[src/rtl/cla_serial_subtractor_pkg.sv]
// Shared definitions for the serial carry-lookahead subtractor: group width and FSM encodings.
package cla_serial_subtractor_pkg;

    localparam int GROUP_W = 4;

    typedef enum logic [1:0] {
        ST_IDLE = 2'd0,
        ST_BUSY = 2'd1,
        ST_DONE = 2'd2
    } state_e;

endpackage

[src/rtl/cla_serial_subtractor_cla4.sv]
// 4-bit carry-lookahead adder group; every carry is expanded from generate/propagate terms.
module CLA_4bit
    import cla_serial_subtractor_pkg::*;
(
    input  logic [GROUP_W-1:0] a,
    input  logic [GROUP_W-1:0] b,
    input  logic               cin,
    output logic [GROUP_W-1:0] sum,
    output logic               cout
);

    logic [GROUP_W-1:0] g_s;
    logic [GROUP_W-1:0] p_s;
    logic [GROUP_W:0]   c_s;

    assign g_s = a & b;
    assign p_s = a ^ b;

    assign c_s[0] = cin;
    assign c_s[1] = g_s[0] | (p_s[0] & cin);
    assign c_s[2] = g_s[1] | (p_s[1] & g_s[0]) | (p_s[1] & p_s[0] & cin);
    assign c_s[3] = g_s[2] | (p_s[2] & g_s[1]) | (p_s[2] & p_s[1] & g_s[0])
                  | (p_s[2] & p_s[1] & p_s[0] & cin);
    assign c_s[4] = g_s[3] | (p_s[3] & g_s[2]) | (p_s[3] & p_s[2] & g_s[1])
                  | (p_s[3] & p_s[2] & p_s[1] & g_s[0])
                  | (p_s[3] & p_s[2] & p_s[1] & p_s[0] & cin);

    assign sum  = p_s ^ c_s[GROUP_W-1:0];
    assign cout = c_s[GROUP_W];

endmodule

[src/rtl/cla_serial_subtractor.sv]
// Multi-cycle subtractor: in1 + ~in2 + 1 evaluated one 4-bit CLA group per clock, LSB first,
// with the inter-group carry held in a register.
module cla_serial_subtractor
    import cla_serial_subtractor_pkg::*;
#(
    parameter int N = 32
) (
    input  logic         clk,
    input  logic         rst,
    input  logic         in_valid,
    output logic         in_ready,
    input  logic [N-1:0] in1,
    input  logic [N-1:0] in2,
    output logic         out_valid,
    input  logic         out_ready,
    output logic [N-1:0] diff,
    output logic         cout,
    output logic         of
);

    localparam int M     = N / GROUP_W;
    localparam int GRP_W = $clog2(M);
    localparam logic [GRP_W-1:0] LAST_GRP = GRP_W'(M - 1);

    state_e           state_q, state_d;
    logic [N-1:0]     a_q, a_d;
    logic [N-1:0]     b_q, b_d;
    logic [N-1:0]     diff_q, diff_d;
    logic             in2_msb_q, in2_msb_d;
    logic             carry_q, carry_d;
    logic [GRP_W-1:0] grp_q, grp_d;
    logic             cout_q, cout_d;
    logic             of_q, of_d;

    logic [GROUP_W-1:0] grp_a_s, grp_b_s, grp_sum_s;
    logic               grp_cout_s;

    assign grp_a_s = a_q[int'(grp_q) * GROUP_W +: GROUP_W];
    assign grp_b_s = b_q[int'(grp_q) * GROUP_W +: GROUP_W];

    CLA_4bit u_cla (
        .a    (grp_a_s),
        .b    (grp_b_s),
        .cin  (carry_q),
        .sum  (grp_sum_s),
        .cout (grp_cout_s)
    );

    // Next-state and datapath update for the IDLE/BUSY/DONE sequencer.
    always_comb begin
        state_d   = state_q;
        a_d       = a_q;
        b_d       = b_q;
        diff_d    = diff_q;
        in2_msb_d = in2_msb_q;
        carry_d   = carry_q;
        grp_d     = grp_q;
        cout_d    = cout_q;
        of_d      = of_q;
        case (state_q)
            ST_IDLE: begin
                if (in_valid) begin
                    a_d       = in1;
                    b_d       = ~in2;
                    in2_msb_d = in2[N-1];
                    carry_d   = 1'b1;
                    grp_d     = '0;
                    state_d   = ST_BUSY;
                end else begin
                    state_d   = ST_IDLE;
                end
            end
            ST_BUSY: begin
                diff_d[int'(grp_q) * GROUP_W +: GROUP_W] = grp_sum_s;
                carry_d = grp_cout_s;
                if (grp_q == LAST_GRP) begin
                    cout_d  = grp_cout_s;
                    // Overflow only when operand signs differ and the result sign departs from in1.
                    of_d    = (a_q[N-1] != in2_msb_q) && (grp_sum_s[GROUP_W-1] != a_q[N-1]);
                    grp_d   = '0;
                    state_d = ST_DONE;
                end else begin
                    grp_d   = grp_q + GRP_W'(1);
                end
            end
            ST_DONE: begin
                if (out_ready) begin
                    state_d = ST_IDLE;
                end else begin
                    state_d = ST_DONE;
                end
            end
            default: begin
                state_d = ST_IDLE;
            end
        endcase
    end

    // State and datapath registers, cleared asynchronously so a reset discards any operation.
    always_ff @(posedge clk or posedge rst) begin
        if (rst) begin
            state_q   <= ST_IDLE;
            a_q       <= '0;
            b_q       <= '0;
            diff_q    <= '0;
            in2_msb_q <= 1'b0;
            carry_q   <= 1'b0;
            grp_q     <= '0;
            cout_q    <= 1'b0;
            of_q      <= 1'b0;
        end else begin
            state_q   <= state_d;
            a_q       <= a_d;
            b_q       <= b_d;
            diff_q    <= diff_d;
            in2_msb_q <= in2_msb_d;
            carry_q   <= carry_d;
            grp_q     <= grp_d;
            cout_q    <= cout_d;
            of_q      <= of_d;
        end
    end

    assign in_ready  = (state_q == ST_IDLE);
    assign out_valid = (state_q == ST_DONE);
    assign diff      = diff_q;
    assign cout      = cout_q;
    assign of        = of_q;

endmodule

[config.mk]
export PLATFORM = sky130hd
export DESIGN_NAME = cla_serial_subtractor
export DESIGN_NICKNAME = d
export VERILOG_FILES = /design/src/rtl/cla_serial_subtractor_pkg.sv /design/src/rtl/cla_serial_subtractor_cla4.sv /design/src/rtl/cla_serial_subtractor.sv
export SDC_FILE = /design/constraint.sdc
export NUM_CORES = 1
export LEC_CHECK = 0
export CAP_MARGIN = 0
export CORE_MARGIN = 1
export CORE_UTILIZATION = 50
export DETAILED_ROUTE_END_ITERATION = 12
export PLACE_DENSITY = 0.86
export SYNTH_ARGS = -nofsm -noshare
export SYNTH_HDL_FRONTEND = slang
export SYNTH_HIERARCHICAL = 1
export SYNTH_SLANG_ARGS = --single-unit
[constraint.sdc]
create_clock -name clk -period 3.98 [get_ports clk]
set_input_delay 0.597 -clock clk [delete_from_list [all_inputs] [get_ports clk]]
set_output_delay 0.597 -clock clk [all_outputs]
set_load 0.01 [all_outputs]
# After elaboration in Yosys (flattened, before gate mapping)
# Cells that the tools add are included.
# word_totals
word_cells	68
inputBits	68
reg_bits	105
# classes
add_sub_neg	2
n_bitwise	30
n_mux	10
n_reduce_logical	6
n_eq_ne	7
shifts	4
# op_table
op	count
$shiftx A32 B6 Y4	2
$neg A5 Y33	1
$shift A4 B33 Y32 const A	1
$shiftx A4 B33 Y32	1
$bwmux W32	1
$not A32 Y32	1
$and A1 B1 Y1	16
$or A1 B1 Y1	10
$xor A4 B4 Y4	2
$mux W3	2
$pmux W2 S3	1
$pmux W3 S2	1
$reduce_and A2 Y1	3
$and A4 B4 Y4	1
$mux W2	2
$ne A2 B2 Y1 const B	2
$add A3 B1 Y3 const B	1
$eq A3 B3 Y1 const B	1
$eq A2 B1 Y1 const B	1
$eq A2 B2 Y1 const B	1
$logic_not A2 Y1	1
$mux W1	2
$ne A1 B1 Y1	2
$pmux W1 S2	1
2 further kinds	2

# Depth between registers and ports, before layout
# logic_depth
word_depth	9
mapped_depth	12

# Cells and area by module
# The synthesis kept the hierarchy.
# by_module_without_submodules
mod	area_per_inst_um2	cells_per_inst	seq_area_each_um2	instances
cla_serial_subtractor	4580.6	352	2627.5	1
CLA_4bit	147.6	17	0.0	1

# Worst setup path after synthesis
# No wires, ideal clock.
# synth_timing
path_type	reg2reg
start	register grp_q[0]
end	register diff_q[10] (netlist: diff[10])
n_path_buf	2
t_required_ps	3855
setup_time_ps	125
arrival_time_ps	2691
setup_slack_ps	1165
stages_incl_launch_ff	13
path_cell_list	dfrtp_1 > buf_6 > buf_2 > mux4_2 > nand2_1 > nand2_1 > ha_1 > a21o_1 > a21oi_1 > xnor2_1 > nor2b_1 > and2_1 > mux2_2
# synth_rtl
element	line	source
start: declaration	cla_serial_subtractor.sv:31	logic [GRP_W-1:0] grp_q, grp_d;
start signal: assignment	cla_serial_subtractor.sv:118	grp_q <= grp_d;
$shiftx A32 B6 Y4 *	cla_serial_subtractor.sv:38	assign grp_a_s = a_q[int'(grp_q) * GROUP_W +: GROUP_W];
named net grp_a_s[0]	cla_serial_subtractor.sv:35	logic [GROUP_W-1:0] grp_a_s, grp_b_s, grp_sum_s;
$and A4 B4 Y4 or $xor A4 B4 Y4 (tied branches)	cla_serial_subtractor_cla4.sv:16, cla_serial_subtractor_cla4.sv:17	
$and A1 B1 Y1	cla_serial_subtractor_cla4.sv:21	assign c_s[2] = g_s[1] | (p_s[1] & g_s[0]) | (p_s[1] & p_s[0] & cin);
$or A1 B1 Y1 or $and A1 B1 Y1 (tied branches)	cla_serial_subtractor_cla4.sv:21	
$or A1 B1 Y1 *	cla_serial_subtractor_cla4.sv:21	
$xor A4 B4 Y4 *	cla_serial_subtractor_cla4.sv:28	assign sum = p_s ^ c_s[GROUP_W-1:0];
named net grp_sum_s[2]	cla_serial_subtractor.sv:35	
$shiftx A4 B33 Y32 *	cla_serial_subtractor.sv:74	diff_d[int'(grp_q) * GROUP_W +: GROUP_W] = grp_sum_s;
$bwmux W32 *	cla_serial_subtractor.sv:74	
end signal: assignment	cla_serial_subtractor.sv:115	diff_q <= diff_d;
end: declaration	cla_serial_subtractor.sv:28	logic [N-1:0] diff_q, diff_d;
# Mark *: on every way through the listed nets, which the timed path passes. The rest lies on a longest branch.
# A chain may end at the register's enable or synchronous reset.

# Final worst setup path
# layout_timing
start	register grp_q[2]
end	register diff_q[15] (netlist: diff[15])
# layout_between
elab_chain_len	9
# layout_lines
element	line	source
$shiftx A32 B6 Y4 *	cla_serial_subtractor.sv:38	
named net grp_a_s[2]	cla_serial_subtractor.sv:35	
$xor A4 B4 Y4	cla_serial_subtractor_cla4.sv:17	assign p_s = a ^ b;
$and A1 B1 Y1 (on tied branches)	cla_serial_subtractor_cla4.sv:22, cla_serial_subtractor_cla4.sv:23	
$or A1 B1 Y1 (tied with other cells)	cla_serial_subtractor_cla4.sv:22	assign c_s[3] = g_s[2] | (p_s[2] & g_s[1]) | (p_s[2] & p_s[1] & g_s[0])
$or A1 B1 Y1 or $and A1 B1 Y1 (tied branches)	cla_serial_subtractor_cla4.sv:22, cla_serial_subtractor_cla4.sv:23	
$or A1 B1 Y1 *	cla_serial_subtractor_cla4.sv:23	| (p_s[2] & p_s[1] & p_s[0] & cin);
$xor A4 B4 Y4 *	cla_serial_subtractor_cla4.sv:28	
named net grp_sum_s[3]	cla_serial_subtractor.sv:35	
$shiftx A4 B33 Y32 *	cla_serial_subtractor.sv:74	
$bwmux W32 *	cla_serial_subtractor.sv:74	
# Marked as above.

==> flow_summary.json <==
{
  "fin_crit_sh_pct": 77.6,
  "rsz0062_at_grt": "false",
  "powerDensity_nw_per_um2": 909,
  "worstPathMaxFanout": 17,
  "grt_pass1_wl_mm": 16.3,
  "ant_nets": 0,
  "clock_tree.root_cell": "clkbuf_8",
  "setup_slack_ns": 0.891,
  "leakagePower_nw": 2.60,
  "stdcell_area_sq_um": 6050,
  "rows": 35,
  "htreeDepth": 3,
  "most-common-layout-cells": "dfrtp_1 (105), clkdlybuf4s50_1 (103), mux2_2 (62)",
  "place_ws_ns": 0.949,
  "viasPerCell": 5.46,
  "place_hpwl_mm": 7.23,
  "worstSetupPathType": "reg2reg",
  "overflow": 0,
  "clk_pin_slew_worst_paths_ns": 0.11,
  "area_growth_pct": 28.0,
  "final_cells": 584,
  "core_area_sq_um": 9200,
  "clock_latency_ns": 0.38,
  "drc_errors": 0,
  "dpl-instance-area_sq_um": 5870,
  "endpoint_kind": "flip-flop",
  "clock_sinks": 105,
  "io_buffers": 103,
  "ys_seq_elements": 105,
  "startpoint_type": "flip-flop",
  "numPlacedInstances": 568,
  "drt-total-wl_mm": 9.81,
  "die-height_um": 99.2,
  "seqCellArea_sq_um": 2630,
  "timing.rr.end": "diff[15]",
  "ys_seq_area_share_pct": 55.6,
  "post_cts_buffers": 0,
  "yosysWarnings": 6,
  "syn-instance-count": 369,
  "setup_tns_ns": 0,
  "r2r-start": "grp_q[2]",
  "antenna_found_initial": 0,
  "cap_violations": 0,
  "multiInputGateArea_sq_um": 1960,
  "hp-class": "reg2reg",
  "ff2ff_setup_slack_ns": 0.89,
  "hold_end": "a_q[26]",
  "synthesis.nets": 447,
  "cts_tree": "built",
  "slew-limit-headroom_pct": 48.0,
  "timing.final.hold_violations": 0,
  "drive_gt1_share_pct": 22.6,
  "clk_path_buf_depth": 2,
  "synth_cell_types": 37,
  "initial_utilization_pct": 51.4,
  "r2r_cells": 9,
  "drtIter0Drc": 111,
  "fillers": 661,
  "antenna_cells": 0,
  "worst_pin_slew_ns": 0.780,
  "grt_pass1_vias": 3299,
  "max_freq_ghz": 0.324,
  "ctsHoldBuffers": 0,
  "num_vias": 3186,
  "clock_skew_ns": 0.0140,
  "setup_viol": 0,
  "ir_drop_uv": 597,
  "required_ns": 4.30,
  "routedWlPerCell_um": 16.8,
  "routabilityCongestion": 0.838,
  "finalMaxSlewViolations": 0,
  "pin_count": 104,
  "die_area_sq_um": 9850,
  "die_w_um": 99.2,
  "final_common_cell": "dfrtp_1",
  "drt_pass1_iterations": 4,
  "hold_ws_ns": 0.511,
  "holdCritStartpoint": "a_q[26]",
  "syn_avg_cell_area_sq_um": 12.8,
  "cts_resized": 0,
  "status": "complete, no violations",
  "power_mw": 5.50,
  "nets": 546,
  "grt_util_all_layers_pct": 21.5,
  "cts_buffers": 9,
  "grt_max_degree": 103,
  "finalCriticalPeriod_ns": 3.09,
  "postLayoutCoreUtil_pct": 65.8,
  "syn_area_sq_um": 4730,
  "crit_arrival_ns": 3.41,
  "min_path_cells": 1
}
-- Yosys cell counts --
cell	instances	area, sq um
nor2_1	37	139
nand2_1	29	109
buf_2	6	30.0
mux4_2	16	360
clkbuf_1	8	30.0
and3_1	2	12.5
xnor2_1	2	17.5
nand3b_1	2	15.0
nand3_1	1	5.00
and2_1	4	25.0
clkinv_1	1	3.75
o21ai_0	2	10.0
o21bai_1	1	7.51
or4_1	1	7.51
nand2b_1	2	12.5
nor4b_1	1	8.76
a21o_1	3	22.5
mux2_4	4	60.1
o22ai_1	1	6.26
nor2b_1	6	37.5
fa_1	1	20.0
or3b_1	1	8.76
mux2_2	62	698
o31ai_1	1	7.51
nand4_1	2	12.5
xor2_1	1	8.76
o32ai_1	1	8.76
or2_1	1	6.26
a31o_1	1	8.76
inv_1	10	37.5
dfrtp_1	105	2630
buf_6	3	33.8
nor3b_1	2	15.0
and4bb_2	1	12.5
a21oi_1	35	175
ha_1	9	113
buf_1	4	15.0
-- flip-flops by register name, indices dropped and copies added, names as in the netlist --
register,flops
in2_msb_q,1
state_q,2
a_q,32
cout,1
b_q,32
of,1
grp_q,3
diff,32
carry_q,1
-- cell type report --
cell class / count / share of cell area [%]
clock inverter: 7 / 1.05
inverter: 11 / 0.723
timing repair buffer: 109 / 18.2
clock buffer: 9 / 2.05
sequential: 105 / 43.4
tap: 111 / 2.29
multi-input combinational: 232 / 32.3
-- report_power, final --
| group | internal [mW] | switching [mW] | leakage [nW] |
|---|---|---|---|
| clock | 0.245 | 0.395 | 0.0975 |
| combinational | 1.53 | 1.39 | 1.26 |
| sequential | 1.58 | 0.353 | 1.24 |
| total | 3.36 | 2.14 | 2.60 |
-- worst max-delay path by stage --
| stage | startpoint | end | slack (ns) | cells after the start |
|---|---|---|---|---|
| 3_3_place_gp | grp_q[1] | diff[3] | 0.95 | 6 |
| 5_1_grt | grp_q[2] | diff[15] | 0.74 | 9 |
| 2_1_floorplan | rst | a_q[0] | 0.62 | 1 |
| 4_1_cts | grp_q[1] | diff[0] | 0.92 | 6 |
| 6_report | grp_q[2] | diff[15] | 0.89 | 9 |
| 3_5_place_dp | grp_q[2] | diff[7] | 0.95 | 9 |
-- routing by layer --
metal	wire, um	global-route usage [%]	vias to the layer above	share of wire [%]
li1	-	-	1489	-
met1	4290	27.9	1589	44
met5	0	0	-	0
met2	4960	36.9	92	51
met4	159	7.47	0	1.6
met3	389	3.65	16	4.0
-- cell families (layout without fill, tap and decap cells) --
logic type / count (synthesis) / after routing / synth area share, %
flip-flops: 105 / 105 / 55.6
AO/OA/AOI/OAI: 45 / 45 / 5.21
AND/OR/NAND/NOR: 92 / 92 / 9.02
buffers and inverters: 32 / 136 / 3.18
adder cells (fa/ha/maj): 10 / 10 / 2.81
XOR/XNOR: 3 / 3 / 0.556
multiplexers: 82 / 82 / 23.7
-- worst max-delay path: stages (launching register included) --
cell     delay, ns
dfrtp_1       0.83
mux4_2        0.42
nand2_1       0.10
nand2_1       0.07
ha_1          0.34
a21o_1        0.21
a31o_1        0.22
xor2_1        0.30
nor2b_1       0.35
mux2_2        0.21
Power figures use the tool's default switching activity.
